## config.mk

```make
export PLATFORM = sky130hd
export DESIGN_NAME = vga_scanout_flat
export DESIGN_NICKNAME = d
export VERILOG_FILES = /design/src/rtl/vga_scanout_if.sv /design/src/rtl/vga_scanout.sv /design/src/flat_wrapper.sv
export SDC_FILE = /design/constraint.sdc
export NUM_CORES = 1
export LEC_CHECK = 0
export ABC_AREA = 1
export CAP_MARGIN = 0
export CORE_MARGIN = 2
export CORE_UTILIZATION = 32
export DETAILED_ROUTE_END_ITERATION = 10
export PLACE_DENSITY_LB_ADDON = 0.3
export SETUP_SLACK_MARGIN = 0.4
export SLEW_MARGIN = 10
export SYNTH_ARGS = -nofsm -noshare
export SYNTH_HDL_FRONTEND = slang
export SYNTH_SLANG_ARGS = --single-unit
```

## constraint.sdc

```tcl
create_clock -name clk -period 3.6 [get_ports clk]
set_input_delay 0.9 -clock clk [delete_from_list [all_inputs] [get_ports clk]]
set_output_delay 0.9 -clock clk [all_outputs]
set_load 0.02 [all_outputs]
```

## src/rtl/vga_scanout_if.sv

```systemverilog
// Pixel stream from the frame-buffer reader into the VGA scan-out engine.
interface vga_scanout_if #(
    parameter int unsigned COLOR_BITS = 5
) ();
    logic                      in_valid;
    logic [3*COLOR_BITS-1:0]   in_data;
    logic                      in_sop;
    logic                      in_ready;

    modport master (output in_valid, in_data, in_sop, input in_ready);
    modport slave  (input in_valid, in_data, in_sop, output in_ready);
endinterface

```

## src/rtl/vga_scanout.sv

```systemverilog
// VGA scan-out: programmable H/V timing, pixel FIFO, frame alignment and underflow recovery.
// Optional colour-bar generator enabled by defining VGA_SCANOUT_TESTBAR_EN.
module vga_scanout #(
    parameter int unsigned H_ACTIVE         = 640,
    parameter int unsigned H_FRONT          = 16,
    parameter int unsigned H_SYNC           = 96,
    parameter int unsigned H_BACK           = 48,
    parameter int unsigned V_ACTIVE         = 480,
    parameter int unsigned V_FRONT          = 10,
    parameter int unsigned V_SYNC           = 2,
    parameter int unsigned V_BACK           = 33,
    parameter int unsigned COLOR_BITS       = 5,
    parameter int unsigned FIFO_DEPTH       = 16,
    parameter int unsigned SYNC_ACTIVE_HIGH = 0
) (
    input  logic                  clk,
    input  logic                  reset_n,
    vga_scanout_if.slave          pix,
    output logic [COLOR_BITS-1:0] vga_rout,
    output logic [COLOR_BITS-1:0] vga_gout,
    output logic [COLOR_BITS-1:0] vga_bout,
    output logic                  vga_hsync_n,
    output logic                  vga_vsync_n,
    output logic                  vga_enable,
    output logic                  frame_start,
    output logic                  underflow,
`ifdef VGA_SCANOUT_TESTBAR_EN
    input  logic                  test_en,
`endif
    input  logic                  err_clear
);
    localparam int unsigned H_TOTAL  = H_ACTIVE + H_FRONT + H_SYNC + H_BACK;
    localparam int unsigned V_TOTAL  = V_ACTIVE + V_FRONT + V_SYNC + V_BACK;
    localparam int unsigned HW       = $clog2(H_TOTAL);
    localparam int unsigned VW       = $clog2(V_TOTAL);
    localparam int unsigned HS_START = H_ACTIVE + H_FRONT;
    localparam int unsigned HS_END   = HS_START + H_SYNC;
    localparam int unsigned VS_START = V_ACTIVE + V_FRONT;
    localparam int unsigned VS_END   = VS_START + V_SYNC;
    localparam int unsigned DW       = 3 * COLOR_BITS;
    localparam int unsigned EW       = DW + 1;
    localparam int unsigned AW       = $clog2(FIFO_DEPTH);
    localparam int unsigned CW       = AW + 1;
    localparam logic        SYNC_IDLE = (SYNC_ACTIVE_HIGH == 0) ? 1'b1 : 1'b0;

    typedef enum logic [1:0] {SEEK, ARMED, RUN, DRAIN} state_e;

    state_e          state_q, state_d;
    logic [HW-1:0]   hcnt_q, hcnt_d;
    logic [VW-1:0]   vcnt_q, vcnt_d;
    logic [AW-1:0]   wr_ptr_q, wr_ptr_d, rd_ptr_q, rd_ptr_d;
    logic [CW-1:0]   count_q, count_d;
    logic            in_ready_q, in_ready_d;
    logic [DW-1:0]   rgb_q, rgb_d;
    logic            en_q, en_d;
    logic            hsync_q, hsync_d, vsync_q, vsync_d;
    logic            fs_q, fs_d;
    logic            uf_q, uf_d;
    logic [EW-1:0]   mem_q [FIFO_DEPTH];

    logic            h_last_c, v_last_c, frame_end_c, origin_c;
    logic            act_c, hs_c, vs_c;
    logic            empty_c, push_c, pop_c;
    logic            head_sop_c;
    logic [DW-1:0]   head_data_c, pix_c;
    logic            disp_c, fs_c, set_uf_c;

    // Raster position decode
    always_comb begin
        h_last_c    = (hcnt_q == HW'(H_TOTAL - 1));
        v_last_c    = (vcnt_q == VW'(V_TOTAL - 1));
        frame_end_c = h_last_c && v_last_c;
        origin_c    = (hcnt_q == '0) && (vcnt_q == '0);
        act_c       = (32'(hcnt_q) < H_ACTIVE) && (32'(vcnt_q) < V_ACTIVE);
        hs_c        = (32'(hcnt_q) >= HS_START) && (32'(hcnt_q) < HS_END);
        vs_c        = (32'(vcnt_q) >= VS_START) && (32'(vcnt_q) < VS_END);
        hcnt_d      = h_last_c ? '0 : hcnt_q + HW'(1);
        vcnt_d      = vcnt_q;
        if (h_last_c) begin
            vcnt_d = v_last_c ? '0 : vcnt_q + VW'(1);
        end
    end

`ifdef VGA_SCANOUT_TESTBAR_EN
    logic        test_q, test_d;
    logic [31:0] bar_idx_c;
    logic [DW-1:0] bar_pix_c;
    assign test_d    = frame_end_c ? test_en : test_q;
    assign bar_idx_c = (32'(hcnt_q) * 32'd8) / H_ACTIVE;
    assign bar_pix_c = {{COLOR_BITS{bar_idx_c[2]}}, {COLOR_BITS{bar_idx_c[1]}},
                        {COLOR_BITS{bar_idx_c[0]}}};
`endif

    assign empty_c     = (count_q == '0);
    assign push_c      = pix.in_valid && in_ready_q;
    assign head_sop_c  = mem_q[rd_ptr_q][EW-1];
    assign head_data_c = mem_q[rd_ptr_q][DW-1:0];

    // Alignment state machine: decides pop, pixel colour and error per clock
    always_comb begin
        state_d  = state_q;
        pop_c    = 1'b0;
        set_uf_c = 1'b0;
        fs_c     = 1'b0;
        disp_c   = 1'b0;
        pix_c    = '0;
        case (state_q)
            SEEK: begin
                if (!empty_c) begin
                    if (head_sop_c) state_d = ARMED;
                    else            pop_c   = 1'b1;
                end
            end
            ARMED: begin
                if (origin_c && !empty_c) begin
                    pop_c   = 1'b1;
                    pix_c   = head_data_c;
                    fs_c    = 1'b1;
                    disp_c  = 1'b1;
                    state_d = RUN;
                end
            end
            RUN: begin
                if (act_c) begin
                    disp_c = 1'b1;
                    if (empty_c) begin
                        set_uf_c = 1'b1;
                        state_d  = DRAIN;
                    end else if (head_sop_c && !origin_c) begin
                        set_uf_c = 1'b1;
                        state_d  = SEEK;
                    end else begin
                        pop_c = 1'b1;
                        pix_c = head_data_c;
                        fs_c  = origin_c;
                    end
                end
            end
            DRAIN: begin
                disp_c = act_c;
                if (frame_end_c) state_d = SEEK;
            end
            default: state_d = SEEK;
        endcase
`ifdef VGA_SCANOUT_TESTBAR_EN
        if (test_q) begin
            state_d  = state_q;
            pop_c    = 1'b0;
            set_uf_c = 1'b0;
            disp_c   = act_c;
            fs_c     = origin_c;
            pix_c    = bar_pix_c;
        end
`endif
    end

    // FIFO bookkeeping and registered output stage
    always_comb begin
        wr_ptr_d   = push_c ? wr_ptr_q + AW'(1) : wr_ptr_q;
        rd_ptr_d   = pop_c  ? rd_ptr_q + AW'(1) : rd_ptr_q;
        count_d    = count_q + CW'(push_c) - CW'(pop_c);
        in_ready_d = (count_d < CW'(FIFO_DEPTH));
        en_d       = act_c && disp_c;
        rgb_d      = en_d ? pix_c : '0;
        hsync_d    = hs_c ^ SYNC_IDLE;
        vsync_d    = vs_c ^ SYNC_IDLE;
        fs_d       = fs_c;
        uf_d       = set_uf_c | (uf_q & ~err_clear);
    end

    always_ff @(posedge clk or negedge reset_n) begin
        if (!reset_n) begin
            state_q    <= SEEK;
            hcnt_q     <= '0;
            vcnt_q     <= '0;
            wr_ptr_q   <= '0;
            rd_ptr_q   <= '0;
            count_q    <= '0;
            in_ready_q <= 1'b0;
            rgb_q      <= '0;
            en_q       <= 1'b0;
            hsync_q    <= SYNC_IDLE;
            vsync_q    <= SYNC_IDLE;
            fs_q       <= 1'b0;
            uf_q       <= 1'b0;
`ifdef VGA_SCANOUT_TESTBAR_EN
            test_q     <= 1'b0;
`endif
        end else begin
            state_q    <= state_d;
            hcnt_q     <= hcnt_d;
            vcnt_q     <= vcnt_d;
            wr_ptr_q   <= wr_ptr_d;
            rd_ptr_q   <= rd_ptr_d;
            count_q    <= count_d;
            in_ready_q <= in_ready_d;
            rgb_q      <= rgb_d;
            en_q       <= en_d;
            hsync_q    <= hsync_d;
            vsync_q    <= vsync_d;
            fs_q       <= fs_d;
            uf_q       <= uf_d;
`ifdef VGA_SCANOUT_TESTBAR_EN
            test_q     <= test_d;
`endif
        end
    end

    // Storage array carries no reset; validity is tracked by the pointers
    always_ff @(posedge clk) begin
        if (push_c) mem_q[wr_ptr_q] <= {pix.in_sop, pix.in_data};
    end

    assign pix.in_ready = in_ready_q;
    assign vga_rout     = rgb_q[DW-1 -: COLOR_BITS];
    assign vga_gout     = rgb_q[2*COLOR_BITS-1 -: COLOR_BITS];
    assign vga_bout     = rgb_q[COLOR_BITS-1:0];
    assign vga_hsync_n  = hsync_q;
    assign vga_vsync_n  = vsync_q;
    assign vga_enable   = en_q;
    assign frame_start  = fs_q;
    assign underflow    = uf_q;
endmodule
```

## src/flat_wrapper.sv

```systemverilog
// flat-port wrapper written by rule: the top's interface ports become plain ports
module vga_scanout_flat 
#(
    parameter int unsigned H_ACTIVE         = 640,
    parameter int unsigned H_FRONT          = 16,
    parameter int unsigned H_SYNC           = 96,
    parameter int unsigned H_BACK           = 48,
    parameter int unsigned V_ACTIVE         = 480,
    parameter int unsigned V_FRONT          = 10,
    parameter int unsigned V_SYNC           = 2,
    parameter int unsigned V_BACK           = 33,
    parameter int unsigned COLOR_BITS       = 5,
    parameter int unsigned FIFO_DEPTH       = 16,
    parameter int unsigned SYNC_ACTIVE_HIGH = 0
)
  (clk, reset_n, vga_rout, vga_gout, vga_bout, vga_hsync_n, vga_vsync_n, vga_enable, frame_start, underflow, err_clear, pix_in_valid, pix_in_data, pix_in_sop, pix_in_ready);
  vga_scanout_if #(.COLOR_BITS(COLOR_BITS)) pix_i ();
  input  logic clk;
  input  logic reset_n;
  output logic [COLOR_BITS-1:0] vga_rout;
  output logic [COLOR_BITS-1:0] vga_gout;
  output logic [COLOR_BITS-1:0] vga_bout;
  output logic vga_hsync_n;
  output logic vga_vsync_n;
  output logic vga_enable;
  output logic frame_start;
  output logic underflow;
  input  logic err_clear;
  input wire logic [$bits(pix_i.in_valid)-1:0] pix_in_valid;
  input wire logic [$bits(pix_i.in_data)-1:0] pix_in_data;
  input wire logic [$bits(pix_i.in_sop)-1:0] pix_in_sop;
  output wire logic [$bits(pix_i.in_ready)-1:0] pix_in_ready;
  assign pix_i.in_valid = pix_in_valid;
  assign pix_i.in_data = pix_in_data;
  assign pix_i.in_sop = pix_in_sop;
  assign pix_in_ready = pix_i.in_ready;
  vga_scanout #(.H_ACTIVE(H_ACTIVE), .H_FRONT(H_FRONT), .H_SYNC(H_SYNC), .H_BACK(H_BACK), .V_ACTIVE(V_ACTIVE), .V_FRONT(V_FRONT), .V_SYNC(V_SYNC), .V_BACK(V_BACK), .COLOR_BITS(COLOR_BITS), .FIFO_DEPTH(FIFO_DEPTH), .SYNC_ACTIVE_HIGH(SYNC_ACTIVE_HIGH)) u_core (.clk(clk), .reset_n(reset_n), .pix(pix_i), .vga_rout(vga_rout), .vga_gout(vga_gout), .vga_bout(vga_bout), .vga_hsync_n(vga_hsync_n), .vga_vsync_n(vga_vsync_n), .vga_enable(vga_enable), .frame_start(frame_start), .underflow(underflow), .err_clear(err_clear));
endmodule
```

# After elaboration in Yosys (flattened, before gate mapping)
# Memory sizes are Yosys's and may differ from the RTL's.
# Cells that the tools add are included.
dict set report word_totals {
  input_bits 20
  mem_bits_rw 256
  word_cells 94
  mem_count 1
  register_bits 56
  output_inout_bits 21
}
# memory depth word_bits read_ports rd_ports_with_merged_regs write_ports line_no
set memory_table {}
lappend memory_table {u_core.mem_q 16 16 1 0 1 vga_scanout.sv:59} ;# logic [EW-1:0] mem_q [FIFO_DEPTH];
dict set report op_classes {
  n_lt_le_gt_ge 7
  eq_ne 11
  reduce_logical 16
  n_bitwise 5
  add_sub_neg 6
  mux 35
}
# op n
set ops {}
lappend ops {{$mux 15} 5}
lappend ops {{$pmux 15 s2} 1}
lappend ops {{$add 10x1->10 const B} 2}
lappend ops {{$eq 10x10->1 const B} 2}
lappend ops {{$logic_not 10->1} 2}
lappend ops {{$lt 10x10->1 const B} 2}
lappend ops {{$lt 10x9->1 const B} 2}
lappend ops {{$mux 10} 2}
lappend ops {{$mux 1} 16}
lappend ops {{$mux 2} 7}
lappend ops {{$ge 10x10->1 const B} 1}
lappend ops {{$ge 10x9->1 const B} 1}
lappend ops {{$logic_and 1x1->1} 9}
lappend ops {{$add 4x1->4 const B} 2}
lappend ops {{$ne 2x1->1 const B} 4}
lappend ops {{$pmux 2 s4} 1}
lappend ops {{$pmux 1 s3} 2}
lappend ops {{$reduce_and 6->1} 1}
lappend ops {{$add 5x1->5} 1}
lappend ops {{$logic_not 5->1} 1}
lappend ops {{$lt 5x5->1 const B} 1}
lappend ops {{$sub 5x1->5} 1}
lappend ops {{$eq 2x2->1 const B} 2}
lappend ops {{$ne 3x1->1 const B} 1}
lappend ops {{8 further kinds} 11}

# Depth between registers and ports, before layout
# Gate-level depths: netlist of the first run.
dict set report logic_depth {
  word_depth 10
  depth_mapped 19
  depth_no_buf 18
}

# Least setup slack after synthesis of the first run
# OpenSTA, ideal clock, no wires.
dict set report synth_timing {
  path_kind {register -> register}
  start {register u_core.vcnt_q[0]}
  end {register u_core.count_q[4]}
  stages_incl_launch_ff 18
  synth_period_minus_slack_ps 2858
  t_arrival_ps 2738
  setup_time_ps 121
  required_time_ps 3479
  n_path_buf 0
  setup_slack_ps 742
  cell_sequence {dfrtp_1 inv_1 ha_1 nand4_1 nor2_1 nand3_2 o21bai_2 nand3_2 nand2_1 inv_1 ha_1 inv_1 ha_1 inv_1 fa_1 o21ai_0 xor2_1 inv_1}
}
dict set report synth_between {
  elab_chain_cells 9
  word_cells_on_any_way 13
  cone_classes {add/sub (1); order compare (1); mux (5); reduce/logical (6)}
}
# element line_no
set synth_rtl {}
lappend synth_rtl {{from (decl)} vga_scanout.sv:50} ;# logic [VW-1:0] vcnt_q, vcnt_d;
lappend synth_rtl {{from (signal assigned)} vga_scanout.sv:192} ;# vcnt_q <= vcnt_d;
lappend synth_rtl {{parallel branches: the longest is 7 deep, another holds $lt 10x9->1} n/a}
lappend synth_rtl {{$pmux 1 s3 *} vga_scanout.sv:107} ;# case (state_q)
lappend synth_rtl {{named net u_core.pop_c} vga_scanout.sv:63} ;# logic empty_c, push_c, pop_c;
lappend synth_rtl {{$sub 5x1->5 *} vga_scanout.sv:161} ;# count_d = count_q + CW'(push_c) - CW'(pop_c);
lappend synth_rtl {{named net u_core.count_d[4]} vga_scanout.sv:52} ;# logic [CW-1:0] count_q, count_d;
lappend synth_rtl {{to (signal assigned)} vga_scanout.sv:195} ;# count_q <= count_d;
lappend synth_rtl {{to (decl)} vga_scanout.sv:52}
# Mark *: on every way through the listed nets, which the timed path passes.
# A chain may end at the register's enable or synchronous reset.

# Worst setup path in the final report of the first run
dict set report layout_timing {
  start {register u_core.count_q[2]}
  end {register u_core.count_q[4]}
}
dict set report layout_between {
  elab_chain_cells 6
  word_cells_on_any_way 10
  cone_classes {add/sub (2); mux (5); reduce/logical (3)}
}
# element line_no
set layout_rtl {}
lappend layout_rtl {{$logic_not 5->1 *} vga_scanout.sv:94} ;# assign empty_c = (count_q == '0);
lappend layout_rtl {{$logic_not 1->1} n/a}
lappend layout_rtl {{$logic_and 1x1->1} vga_scanout.sv:115} ;# if (origin_c && !empty_c) begin
lappend layout_rtl {{$mux 1} vga_scanout.sv:115}
lappend layout_rtl {{$pmux 1 s3 *} vga_scanout.sv:107}
lappend layout_rtl {{named net u_core.pop_c} vga_scanout.sv:63}
lappend layout_rtl {{$sub 5x1->5 *} vga_scanout.sv:161}
lappend layout_rtl {{named net u_core.count_d[4]} vga_scanout.sv:52}
# The timed path passes the listed nets; every way through them passes the cells marked *.

==> results_dict.tcl, run 1 <==
set metrics [dict create \
    multi_input_comb_area_um2 3360 \
    wl_per_cell_um 18.9 \
    synthesis.area_um2 12900 \
    ys_seq_area_share_pct 70.5 \
    holdPathEnd "u_core.hcnt_q[0]" \
    clock-sinks 312 \
    syn_inst 1089 \
    cts-root-buf "clkbuf_16" \
    synthAdderAreaFrac_pct 2.00 \
    min_period_ns 2.94 \
    startpoint_type "flip-flop" \
    r2r_start "u_core.count_q[2]" \
    finalHoldViolations 0 \
    place_area_um2 14000 \
    timing.fmax_mhz 340 \
    power.density_nw_per_um2 734 \
    worst_path_most_repeated_cell "inv_1" \
    r2r_end "u_core.count_q[4]" \
    cts_tree "done" \
    route.met2.wl_um 14700 \
    yosysWarnings 0 \
    drt-met1-wl_um 14800 \
    cp_cell_sequence "inv_1 > ha_1 > and3_1 > nor2_1 > nand3_2 > o21bai_4 > nand3_2 > nand2_1 > inv_1 > ha_1 > inv_1 > ha_1 > inv_1 > fa_2 > o21ai_4 > xor2_2 > inv_1" \
    routed_wl_um 32100 \
    hp-start "u_core.hcnt_q[0]" \
    met3_length_um 2020 \
    port_buffers 40 \
    h-tree-depth 2 \
    routed.top_layer "met5" \
    clockBufferDepth 3 \
    nNetsFinal 1190 \
    via_count 8345 \
    cts-hold-fix-buffers 0 \
    crit_fanout 5 \
    drtIter0Drc 609 \
    drive_gt1_share_pct 11.8 \
    r2r_slack_ns 0.66 \
    clkLatencyLatePin_ns 0.52 \
    worstRegToRegCells 17 \
    max-slew-margin-rel_pct 33.6 \
    end_kind "flip-flop" \
    tightest_slew_ns 0.997 \
    outcome "finished, final reports clean" \
    grt_pass1_vias 8139 \
    ios 41 \
    rsz0062_at_grt "false" \
    setup_viol 0 \
    fin_util_pct 38.3 \
    total_power_mw 11.2 \
    ff_latch_area_um2 9100 \
    die_w_um 205 \
    drv_slew 0 \
    core_um2 39700 \
    slowest_delay_ns 0.37 \
    synth_compound_area_share_pct 8.59 \
    grt_pass1_wl_um 49300 \
    dp.cells 1635 \
    vias_per_cell 4.91 \
    drc_errors 0 \
    start_util_pct 32.4 \
    place_hpwl_um 18100 \
    num_rows 73 \
    final_area_um2 15200 \
    muxShareOfSynthArea_pct 0 \
    synth_fp_nets 1129 \
    clockPowerShare_pct 31.2 \
    finalClockSkew_ns 0.0139 \
    antenna_found_initial 3 \
    power.internal_mw 7.30 \
    peakVddDrop_mv 0.381 \
    comb_power_share_pct 29.8 \
    switching_power_mw 3.85 \
    chipHeight_um 205 \
    die-area_um2 41900 \
    seq_power_share_pct 39.0 \
    synthDominantAreaCellType "edfxtp_1" \
    cts_buffers 35 \
    fin_crit_sh_pct 81.7 \
    area.growth.synth_to_final_pct 18.0 \
    hold_depth 1 \
    drv_cap 0 \
    synth_top_family_by_area "simple AND/OR/NAND/NOR gates" \
    layout_commonest_cell "edfxtp_1" \
    path_class "reg -> reg" \
    holdCritPathClass "reg -> reg" \
    fill_cells 3849 \
    routabilityCongestion 0.822 \
    p_leak_nw 5.52 \
    stdcell_count 1701 \
    grt_max_degree 103 \
    p_sw_share_pct 34.5 \
    fin_tns_setup_ns 0 \
    synthXorXnorAreaFrac_pct 1.16 \
    crit_family "adder cells" \
    timing.critical_path.buf_inv 5 \
    grt.total_usage_pct 15.7 \
    antenna_left 0 \
    grt-ovfl-total 0 \
    synthSimpleGateAreaFrac_pct 13.8 \
    path_clk_slew_ns 0.05 \
    synth_top_cell_area_share_pct 59.6 \
    yosys-top-cells-area "edfxtp_1 (60%), dfrtp_1 (10%), o21ai_0 (4.9%), nor2_1 (4.8%), nand2_1 (4.2%)" \
    ys_ff_latch 312 \
    layout_common_cells "edfxtp_1 (256), nor2_1 (149), nand2_1 (144), o21ai_0 (125)" \
    synthDistinctLibCells 39 \
    cp.required_ns 4.00 \
    synth.avg_cell_area_um2 11.8 \
    first_pass_iters 6 \
    arrival_ns 3.34 \
    critical_path.slowest_cell "fa_2" \
]
[power groups by stage]
stage	Clock (mW)	Combinational, mW	Sequential (mW)
after floorplan	0	2.28	4.39
after global placement	0	3.22	4.44
after detailed placement	0	3.24	4.43
after CTS	3.55	3.26	4.36
after global routing	3.69	3.78	4.38
final	3.48	3.32	4.35
[worst register-to-register path, cell delays in order, from the launching register on]
cell      delay, ns
dfrtp_1        0.36
inv_1          0.08
ha_1           0.20
and3_1         0.22
nor2_1         0.12
nand3_2        0.12
o21bai_4       0.21
nand3_2        0.11
nand2_1        0.12
inv_1          0.08
ha_1           0.22
inv_1          0.05
ha_1           0.15
inv_1          0.06
fa_2           0.37
o21ai_4        0.15
xor2_2         0.17
inv_1          0.05
[sequential cells by signal (all words and copies together) (netlist names)]
name and count:
u_core.vcnt_q 10, u_core.wr_ptr_q 4, u_core.count_q 5, u_core.vga_hsync_n 1
u_core.hcnt_q 10, u_core.pix.in_ready 1, u_core.rgb_q 15, u_core.mem_q 256
u_core.state_q 2, u_core.rd_ptr_q 4, u_core.underflow 1, u_core.vga_enable 1
u_core.frame_start 1, u_core.vga_vsync_n 1
[through the flow]
step | hold slack (ns) | setup slack, ns
2_1_floorplan | 0.432 | 0.742
3_3_place_gp | 0.443 | 0.523
3_5_place_dp | 0.453 | 0.493
4_1_cts | 0.460 | 0.450
5_1_grt | 0.488 | 0.389
6_report | 0.454 | 0.659
[routing by layer]
metal	vias to the layer above	GRT usage (%)
li1	3957	-
met1	4074	22.1
met2	255	24.4
met3	57	3.21
met4	2	4.30
met5	-	0
[synthesized netlist by cell type]
| master | number |
|---|---|
| buf_6 | 3 |
| inv_1 | 62 |
| clkinv_1 | 3 |
| ha_1 | 19 |
| xnor2_1 | 1 |
| clkbuf_1 | 30 |
| inv_2 | 5 |
| or2_0 | 1 |
| and3_1 | 1 |
| nor2_1 | 165 |
| o21ai_1 | 8 |
| nand2_1 | 144 |
| xor2_1 | 16 |
| nor2_2 | 11 |
| nand3_1 | 61 |
| nor3_1 | 6 |
| o21bai_2 | 1 |
| a21oi_1 | 7 |
| nor2_4 | 1 |
| nor4_2 | 1 |
| nand4_2 | 1 |
| buf_2 | 13 |
| edfxtp_1 | 256 |
| nand2_2 | 2 |
| o21ai_0 | 126 |
| fa_1 | 1 |
| buf_1 | 6 |
| nor3_2 | 2 |
| dfstp_2 | 2 |
| o22ai_1 | 60 |
| o211ai_1 | 2 |
| buf_4 | 1 |
| nor3b_1 | 1 |
| nand3_2 | 4 |
| or3_1 | 1 |
| nand4_1 | 9 |
| dfrtp_1 | 54 |
| nand3_4 | 1 |
| nor4_1 | 1 |
[area by class of cell]
| cell class | count | area share [%] |
|---|---|---|
| diodes | 1 | 0.0165 |
| clock buffers | 43 | 6.02 |
| clock inverters | 19 | 1.28 |
| inverters | 70 | 1.74 |
| multi-input cells | 654 | 22.1 |
| flip-flops and latches | 312 | 59.8 |
| well taps | 525 | 4.32 |
| repair buffers | 77 | 4.67 |
[cell families after synthesis]
| group | count (synthesis) |
|---|---|
| AO/OA/AOI/OAI | 204 |
| XOR/XNOR | 17 |
| adder cells (fa/ha/maj) | 20 |
| buffers and inverters | 123 |
| flip-flops | 312 |
| AND/OR/NAND/NOR | 413 |
[how the worst max path moves through the flow]
stage	cells past startpoint	startpoint	to
3_3_place_gp	18	u_core.rd_ptr_q[0]	u_core.count_q[4]
2_1_floorplan	17	u_core.vcnt_q[0]	u_core.count_q[4]
4_1_cts	17	u_core.count_q[2]	u_core.count_q[4]
5_1_grt	17	u_core.count_q[2]	u_core.count_q[4]
3_5_place_dp	18	u_core.rd_ptr_q[0]	u_core.count_q[4]
6_report	17	u_core.count_q[2]	u_core.count_q[4]
[timing repair]
| action | CTS | global route |
|---|---|---|
| endpoints found under the hold margin | 0 | 0 |
| endpoints found under the setup margin | 0 | 2 |
| resized for setup | 0 | 7 |
| setup buffers | 0 | 3 |
Power figures use the tool's default switching activity.
==> run 2, diff against run 1 <==
==> constraint.sdc (replaced) <==
create_clock -name clk -period 2.8 [get_ports clk]
set_input_delay 0.7 -clock clk [delete_from_list [all_inputs] [get_ports clk]]
set_output_delay 0.7 -clock clk [all_outputs]
set_load 0.02 [all_outputs]
==> results_dict.tcl, run 2 (same netlist as run 1, synthesis figures left out) <==
set metrics [dict create \
    routed_wl_um 32100 \
    fill_cells 3779 \
    finalClockSkew_ns 0.0493 \
    wl_per_cell_um 18.5 \
    total_power_mw 14.1 \
    grt.total_usage_pct 15.3 \
    place_hpwl_um 18900 \
    cp.required_ns 3.24 \
    crit_fanout 6 \
    setup_viol 0 \
    grt_max_degree 66 \
    chipHeight_um 205 \
    vias_per_cell 4.93 \
    h-tree-depth 1 \
    drc_errors 0 \
    antenna_left 0 \
    dp_slack_ns 0.0431 \
    rsz0062_at_grt "true" \
    clock-sinks 312 \
    holdCritPathClass "in -> async" \
    fin_tns_setup_ns 0 \
    power.density_nw_per_um2 911 \
    first_pass_iters 5 \
    largest-register "u_core.mem_q" \
    drtIter0Drc 648 \
    drive_gt1_share_pct 16.5 \
    clockBufferDepth 3 \
    grt-ovfl-total 0 \
    finalHoldViolations 0 \
    grt_pass1_wl_um 49100 \
    p_leak_nw 5.66 \
    startpoint_type "flip-flop" \
    path_clk_slew_ns 0.06 \
    cts_buffers 30 \
    outcome "finished, final reports clean" \
    max-slew-margin-rel_pct 51.0 \
    via_count 8549 \
    timing.fmax_mhz 378 \
    reg.largest.list "u_core.mem_q (256), u_core.rgb_q (15)" \
    start_util_pct 32.4 \
    nNetsFinal 1225 \
    area.growth.synth_to_final_pct 19.9 \
    antenna_found_initial 2 \
    num_rows 73 \
    ios 41 \
    end_kind "flip-flop" \
    cts_tree "done" \
    worst_slack_ns 0.153 \
    core_um2 39700 \
    port_buffers 40 \
    drv_slew 0 \
    fin_crit_sh_pct 94.5 \
    routabilityCongestion 0.814 \
    layout_common_cells "edfxtp_1 (256), nor2_1 (148), nand2_1 (139), o21ai_0 (125), buf_4 (69)" \
    tightest_slew_ns 0.735 \
    grt_pass1_vias 8310 \
    cts-root-buf "clkbuf_16" \
    peakVddDrop_mv 0.738 \
    largest_reg_flops 256 \
    drv_cap 0 \
    arrival_ns 3.09 \
    clkLatencyLatePin_ns 0.60 \
    min_period_ns 2.65 \
    path_class "reg -> reg" \
    die-area_um2 41900 \
    layout_commonest_cell "edfxtp_1" \
    die_w_um 205 \
]
run 2: layer usage:
metal | share of wire (%) | vias up | routed length [µm] | global-route usage (%)
met5 | 0.047 | - | 15 | 0
met3 | 4.8 | 53 | 1550 | 2.72
met1 | 46 | 4258 | 14600 | 21.2
met2 | 47 | 215 | 15100 | 24.7
met4 | 2.6 | 2 | 819 | 4.30
li1 | - | 4021 | - | -
run 2: worst max-delay path, cell delays in order (launching register included):
cell     delay (ns)
dfrtp_4        0.53
buf_6          0.16
inv_6          0.07
nand2_2        0.05
nand3_2        0.06
nand3_2        0.08
nand3_4        0.11
nand4_1        0.11
nand3_2        0.10
nand2_2        0.06
inv_2          0.06
ha_4           0.19
inv_4          0.05
ha_4           0.13
inv_2          0.03
fa_2           0.33
o21ai_2        0.13
xor2_1         0.21
inv_1          0.06
run 2: layout make-up:
cell class              instances  area, µm²  area share [%]
multi-input cells             654       3470            22.4
flip-flops and latches        312       9100            58.9
inverters                      70        272            1.76
clock inverters                18        139           0.899
diodes                          1       2.50          0.0162
repair buffers                116       1020            6.63
repair inverters                1       8.76          0.0567
well taps                     525        657            4.25
clock buffers                  38        781            5.05
run 2: power breakdown:
group / switching (mW) / total (mW) / internal [mW]
Clock: 1.74 / 3.81 / 2.07
Combinational: 3.03 / 4.67 / 1.64
Sequential: 0.184 / 5.59 / 5.41
Total: 4.95 / 14.1 / 9.12
run 2: stage by stage:
step | instances | area, µm² | util [%] | hold WS (ns)
floorplan | 1089 | 12900 | - | 0.404
global placement | 1656 | 14200 | 35.8 | 0.443
detailed placement | 1656 | 14200 | 35.8 | 0.451
CTS | 1728 | 15300 | 38.6 | 0.115
global route | 1734 | 15400 | 38.9 | 0.135
finish | 1735 | 15400 | 38.9 | 0.108
run 2: what timing repair did:
action                                  CTS  global route
buffers inserted                         15             6
cloned                                    1             0
pin swaps                                12            15
hold buffers                              0             0
endpoints found under the setup margin    4            11
gates resized for setup                  20            20
run 2: path summary, 6_finish.rpt:
check	from	endpoint	slack (ns)	cells after the start
worst max-delay path	u_core.rd_ptr_q[0]	u_core.count_q[4]	0.15	18
worst min-delay path	reset_n	u_core.rgb_q[4]	0.11	2
worst max register to register	u_core.rd_ptr_q[0]	u_core.count_q[4]	0.15	18
worst min register to register	u_core.hcnt_q[2]	u_core.hcnt_q[2]	0.50	1
max in group asynchronous	reset_n	u_core.rd_ptr_q[0]	2.32	2
min in group clk	u_core.hcnt_q[2]	u_core.hcnt_q[2]	0.50	1
==> run 3, diff against run 2 <==
--- a/config.mk
+++ b/config.mk
@@ -5,7 +5,6 @@
 export SDC_FILE = /design/constraint.sdc
 export NUM_CORES = 1
 export LEC_CHECK = 0
-export ABC_AREA = 1
 export CAP_MARGIN = 0
 export CORE_MARGIN = 2
 export CORE_UTILIZATION = 32
==> results_dict.tcl, run 3 <==
set metrics [dict create \
    outcome "finished, violations left" \
    failed_checks "setup timing" \
    dp.cells 1256 \
    grt_pass1_wl_um 40800 \
    synthDominantAreaCellType "edfxtp_1" \
    synth-edff-count 256 \
    nNetsFinal 823 \
    first_pass_iters 4 \
    path_clk_slew_ns 0.06 \
    routed_wl_um 26700 \
    clockBufferDepth 3 \
    place_hpwl_um 15800 \
    synthAdderAreaFrac_pct 2.06 \
    ios 41 \
    r2r_end "u_core.count_q[4]" \
    synth_compound_area_share_pct 1.94 \
    worstRegToRegCells 17 \
    rsz0062_at_grt "true" \
    fin_tns_setup_ns -0.501 \
    synth.avg_cell_area_um2 19.6 \
    tightest_slew_ns 0.722 \
    fin_crit_sh_pct 107 \
    worst_slack_ns -0.194 \
    r2r_slack_ns -0.19 \
    ys_async_sr_fraction_pct 17.9 \
    end_kind "flip-flop" \
    antenna_left 0 \
    synthXorXnorAreaFrac_pct 1.40 \
    cp.required_ns 3.21 \
    start_util_pct 32.4 \
    drv_cap 0 \
    yosys-top-cells-area "edfxtp_1 (61%), mux4_2 (13%), dfrtp_1 (11%), ha_1 (1.9%), mux4_1 (1.3%)" \
    setup_viol 4 \
    stdcell_count 1326 \
    layout_common_cells "edfxtp_1 (256), mux4_2 (71), buf_4 (69), dfrtp_1 (51), clkdlybuf4s50_1 (39)" \
    die_w_um 202 \
    cts-root-buf "clkbuf_16" \
    layout_commonest_cell "edfxtp_1" \
    yosysWarnings 0 \
    p_leak_nw 5.47 \
    crit_fanout 5 \
    routabilityCongestion 0.733 \
    finalHoldViolations 0 \
    startpoint_type "flip-flop" \
    antenna_cells 0 \
    max-slew-margin-rel_pct 51.8 \
    reg.largest.list "u_core.mem_q (256), u_core.rgb_q (15)" \
    cts_tree "done" \
    synthSimpleGateAreaFrac_pct 5.29 \
    drv_slew 0 \
    drtIter0Drc 381 \
    syn_inst 638 \
    place_area_um2 14300 \
    clkLatencyLatePin_ns 0.52 \
    arrival_ns 3.41 \
    drive_gt1_share_pct 30.3 \
    synthFlopType "edfxtp_1" \
    area.growth.synth_to_final_pct 24.6 \
    clock-sinks 312 \
    fill_cells 3460 \
    cts-hold-fix-buffers 0 \
    synthDistinctLibCells 54 \
    num_rows 72 \
    r2r_start "u_core.rd_ptr_q[2]" \
    peakVddDrop_mv 0.687 \
    antenna_found_initial 1 \
    power.density_nw_per_um2 915 \
    largest-register "u_core.mem_q" \
    final_area_um2 15600 \
    synth.most_common_cell "edfxtp_1" \
    synth_fp_nets 678 \
    grt_pass1_vias 6738 \
    h-tree-depth 2 \
    synth_top_family_by_area "multiplexers" \
    synth_common_cells "edfxtp_1 (256), mux4_2 (71), dfrtp_1 (54)" \
    grt.total_usage_pct 13.4 \
    vias_per_cell 4.74 \
    holdCritPathClass "in -> async" \
    muxShareOfSynthArea_pct 14.9 \
    wl_per_cell_um 20.1 \
    port_buffers 40 \
    cts_buffers 36 \
    grt_max_degree 65 \
    timing.fmax_mhz 334 \
    die-area_um2 40700 \
    synthesis.area_um2 12500 \
    via_count 6280 \
    dp_slack_ns -0.193 \
    grt-ovfl-total 0 \
    total_power_mw 14.3 \
    ys_seq_area_share_pct 72.7 \
    synth_top_cell_area_share_pct 61.5 \
    chipHeight_um 202 \
    min_period_ns 2.99 \
    largest_reg_flops 256 \
    core_um2 38600 \
    ys_ff_latch 312 \
    finalClockSkew_ns 0.0115 \
    drc_errors 0 \
    path_class "reg -> reg" \
]
## run 3: where the power goes
| part | internal, mW | switching, mW | leakage [nW] |
|---|---|---|---|
| clock | 2.68 | 1.82 | 0.550 |
| sequential | 5.43 | 0.177 | 3.03 |
| combinational | 2.27 | 1.88 | 1.89 |
## run 3: worst max-delay path, stage by stage, from the launching register on
cell and delay, ns:
dfrtp_2 0.41, buf_6 0.14, mux2i_1 0.11, mux4_2 0.49, a22oi_2 0.22, o22a_2 0.22
nor2_4 0.05, ha_4 0.24, inv_2 0.06, ha_4 0.13, inv_2 0.03, fa_2 0.34
inv_2 0.06, a21oi_2 0.04, nor2_1 0.08, nor2_1 0.06, xor2_1 0.15, inv_1 0.05
## run 3: through the flow
step                      hold slack, ns  util (%)
final                              0.108      40.3
after global routing               0.125      40.3
after CTS                          0.106      40.2
after detailed placement           0.516      37.1
after global placement             0.505      37.1
after floorplan                    0.404         -
## run 3: worst max path at each step
stage	start	end	slack, ns	cells after the start
4_1_cts	u_core.rd_ptr_q[2]	u_core.count_q[4]	-0.17	17
3_5_place_dp	u_core.rd_ptr_q[2]	u_core.count_q[4]	-0.19	16
2_1_floorplan	u_core.rd_ptr_q[2]	u_core.count_q[4]	-0.19	18
3_3_place_gp	u_core.rd_ptr_q[2]	u_core.count_q[4]	-0.17	16
5_1_grt	u_core.rd_ptr_q[2]	u_core.count_q[4]	-0.39	17
6_report	u_core.rd_ptr_q[2]	u_core.count_q[4]	-0.19	17
## run 3: repair_timing
action / CTS / global route
setup endpoints to repair: 9 / 23
gates resized for setup: 9 / 11
pin swaps: 3 / 3
setup buffers: 7 / 0
## run 3: layer usage
metal / wire, µm / global-route usage [%] / up-vias
met2: 13300 / 22.5 / 127
li1: - / - / 2834
met4: 360 / 3.02 / 0
met1: 11800 / 18.2 / 3290
met5: 0 / 0 / -
met3: 1250 / 2.64 / 29
## run 3: layout make-up
| class | instances | area (µm²) | share of cell area (%) |
|---|---|---|---|
| sequential | 312 | 9100 | 58.4 |
| multi-input combinational | 277 | 3290 | 21.1 |
| timing repair buffer | 133 | 1330 | 8.55 |
| clock buffer | 52 | 992 | 6.36 |
| tap | 518 | 648 | 4.16 |
| clock inverter | 11 | 148 | 0.947 |
| inverter | 23 | 86.3 | 0.554 |
## run 3: cells by family (layout without fill, tap and decap cells)
kind of cell / count (synthesis) / in the layout
DFF: 312 / 312
and+or+nand+nor: 114 / 114
adders and majority gates: 20 / 20
xor gates and xnor gates: 20 / 20
muxes: 87 / 87
buffers and inverters: 49 / 219
AOI/OAI and AO/OA: 36 / 36
==> patch, RTL diff (settings of run 3) <==
`V_ACTIVE` is set to 480 in 2 places; all go to 960.
--- a/src/rtl/vga_scanout.sv
+++ b/src/rtl/vga_scanout.sv
@@ -5,7 +5,7 @@
     parameter int unsigned H_FRONT          = 16,
     parameter int unsigned H_SYNC           = 96,
     parameter int unsigned H_BACK           = 48,
-    parameter int unsigned V_ACTIVE         = 480,
+    parameter int unsigned V_ACTIVE         = 960,
     parameter int unsigned V_FRONT          = 10,
     parameter int unsigned V_SYNC           = 2,
     parameter int unsigned V_BACK           = 33,
--- a/src/flat_wrapper.sv
+++ b/src/flat_wrapper.sv
@@ -5,7 +5,7 @@
     parameter int unsigned H_FRONT          = 16,
     parameter int unsigned H_SYNC           = 96,
     parameter int unsigned H_BACK           = 48,
-    parameter int unsigned V_ACTIVE         = 480,
+    parameter int unsigned V_ACTIVE         = 960,
     parameter int unsigned V_FRONT          = 10,
     parameter int unsigned V_SYNC           = 2,
     parameter int unsigned V_BACK           = 33,
Behaviour: same outputs for any inputs over 10 cycles, from zero or initial values and one cycle with reset_n low; that may be too few to reach the edited logic, so the function may still have changed.
==> patch against run 3 <==
- the run still ends with setup timing left
- setup slack better by 0.016 ns
- routed wire length grew 1.8%
- total power up 3.0%
- sequential cell count unchanged
- global-route usage fell by 0.074 points
- design area is 1.2% higher
- area after synthesis grew 0.57%
- critical path type unchanged
- largest power group unchanged
==> patch: results (changes against run 3) <==
metric	value	unit	change
status	finished, violations left		
violations	setup timing		
arrival	3.38	ns	-0.03 ns
drtIter0Drc	366		-3.9%
yosysUniqueCellTypes	57		+5.6%
hold_ws	0.202	ns	+0.0944 ns
worstPathMaxFanout	6		+1
sh_seq_area	57.7	%	-0.67 points
buffers	143		+7.5%
grt_pass1_wl	41.2	mm	+1.2%
dr_total_vias	6559		+4.4%
wl_met2	13.4	mm	+0.59%
pre_cts_slack	-0.259	ns	-0.0665 ns
cts.repair.resized	18		+9
clk_share	6.97	%	-0.35 points
top_layer	met5		
place_inst	1288		+2.5%
setup_viol_count_final	9		+5
fin_ws	-0.178	ns	+0.0157 ns
pg_clk	4.37	mW	-3%
grtUsageTotal	13.4	%	-0.074 points
drive_gt1_share	31.5	%	+1.1 points
rr_worst_depth	18		+1
ir_worst_vdd	0.000476	V	-31%
nets	870		+5.7%
p_per_area	932	mW/mm²	+1.8%
cts_setup_buffers	12		+5
antenna_found_initial	4		+3
synth_fp_nets	718		+5.9%
fin_tns_setup	-0.827	ns	-0.326 ns
num-multi-input-gates	316		+14%
n_fill_cell	3464		+0.12%
nClkBuffers	50		-3.8%
routabilityCongestion	0.722		-1.5%
grt_use_met1	17.9	%	-0.30 points
synth_cells	678		+6.3%
ys_seq_area_share	72.3	%	-0.41 points
grt_pass1_vias	6808		+1.0%
hpwl	16.2	mm	+2.7%
-- patch: cell families (layout without fill, tap and decap cells) --
| kind of cell | Yosys count | after routing | synth area share (%) |
|---|---|---|---|
| AND/OR/NAND/NOR | 120 | 120 | 5.33 |
| buffers and inverters | 50 | 227 | 1.88 |
| XOR/XNOR | 25 | 25 | 1.74 |
| AO/OA/AOI/OAI | 66 | 66 | 3.84 |
| flip-flops | 312 | 312 | 72.3 |
| multiplexers | 85 | 85 | 12.9 |
| adder cells (fa/ha/maj) | 20 | 20 | 2.05 |
| other | 0 | 1 | 0 |
-- patch: final timing paths --
| check | from | end |
|---|---|---|
| max | u_core.rd_ptr_q[2] | u_core.count_q[4] |
| min | reset_n | u_core.vcnt_q[2] |
| max reg2reg | u_core.rd_ptr_q[2] | u_core.count_q[4] |
| min reg2reg | u_core.wr_ptr_q[2] | u_core.wr_ptr_q[2] |
| max in group asynchronous | reset_n | u_core.vga_hsync_n |
| min in group clk | u_core.wr_ptr_q[2] | u_core.wr_ptr_q[2] |
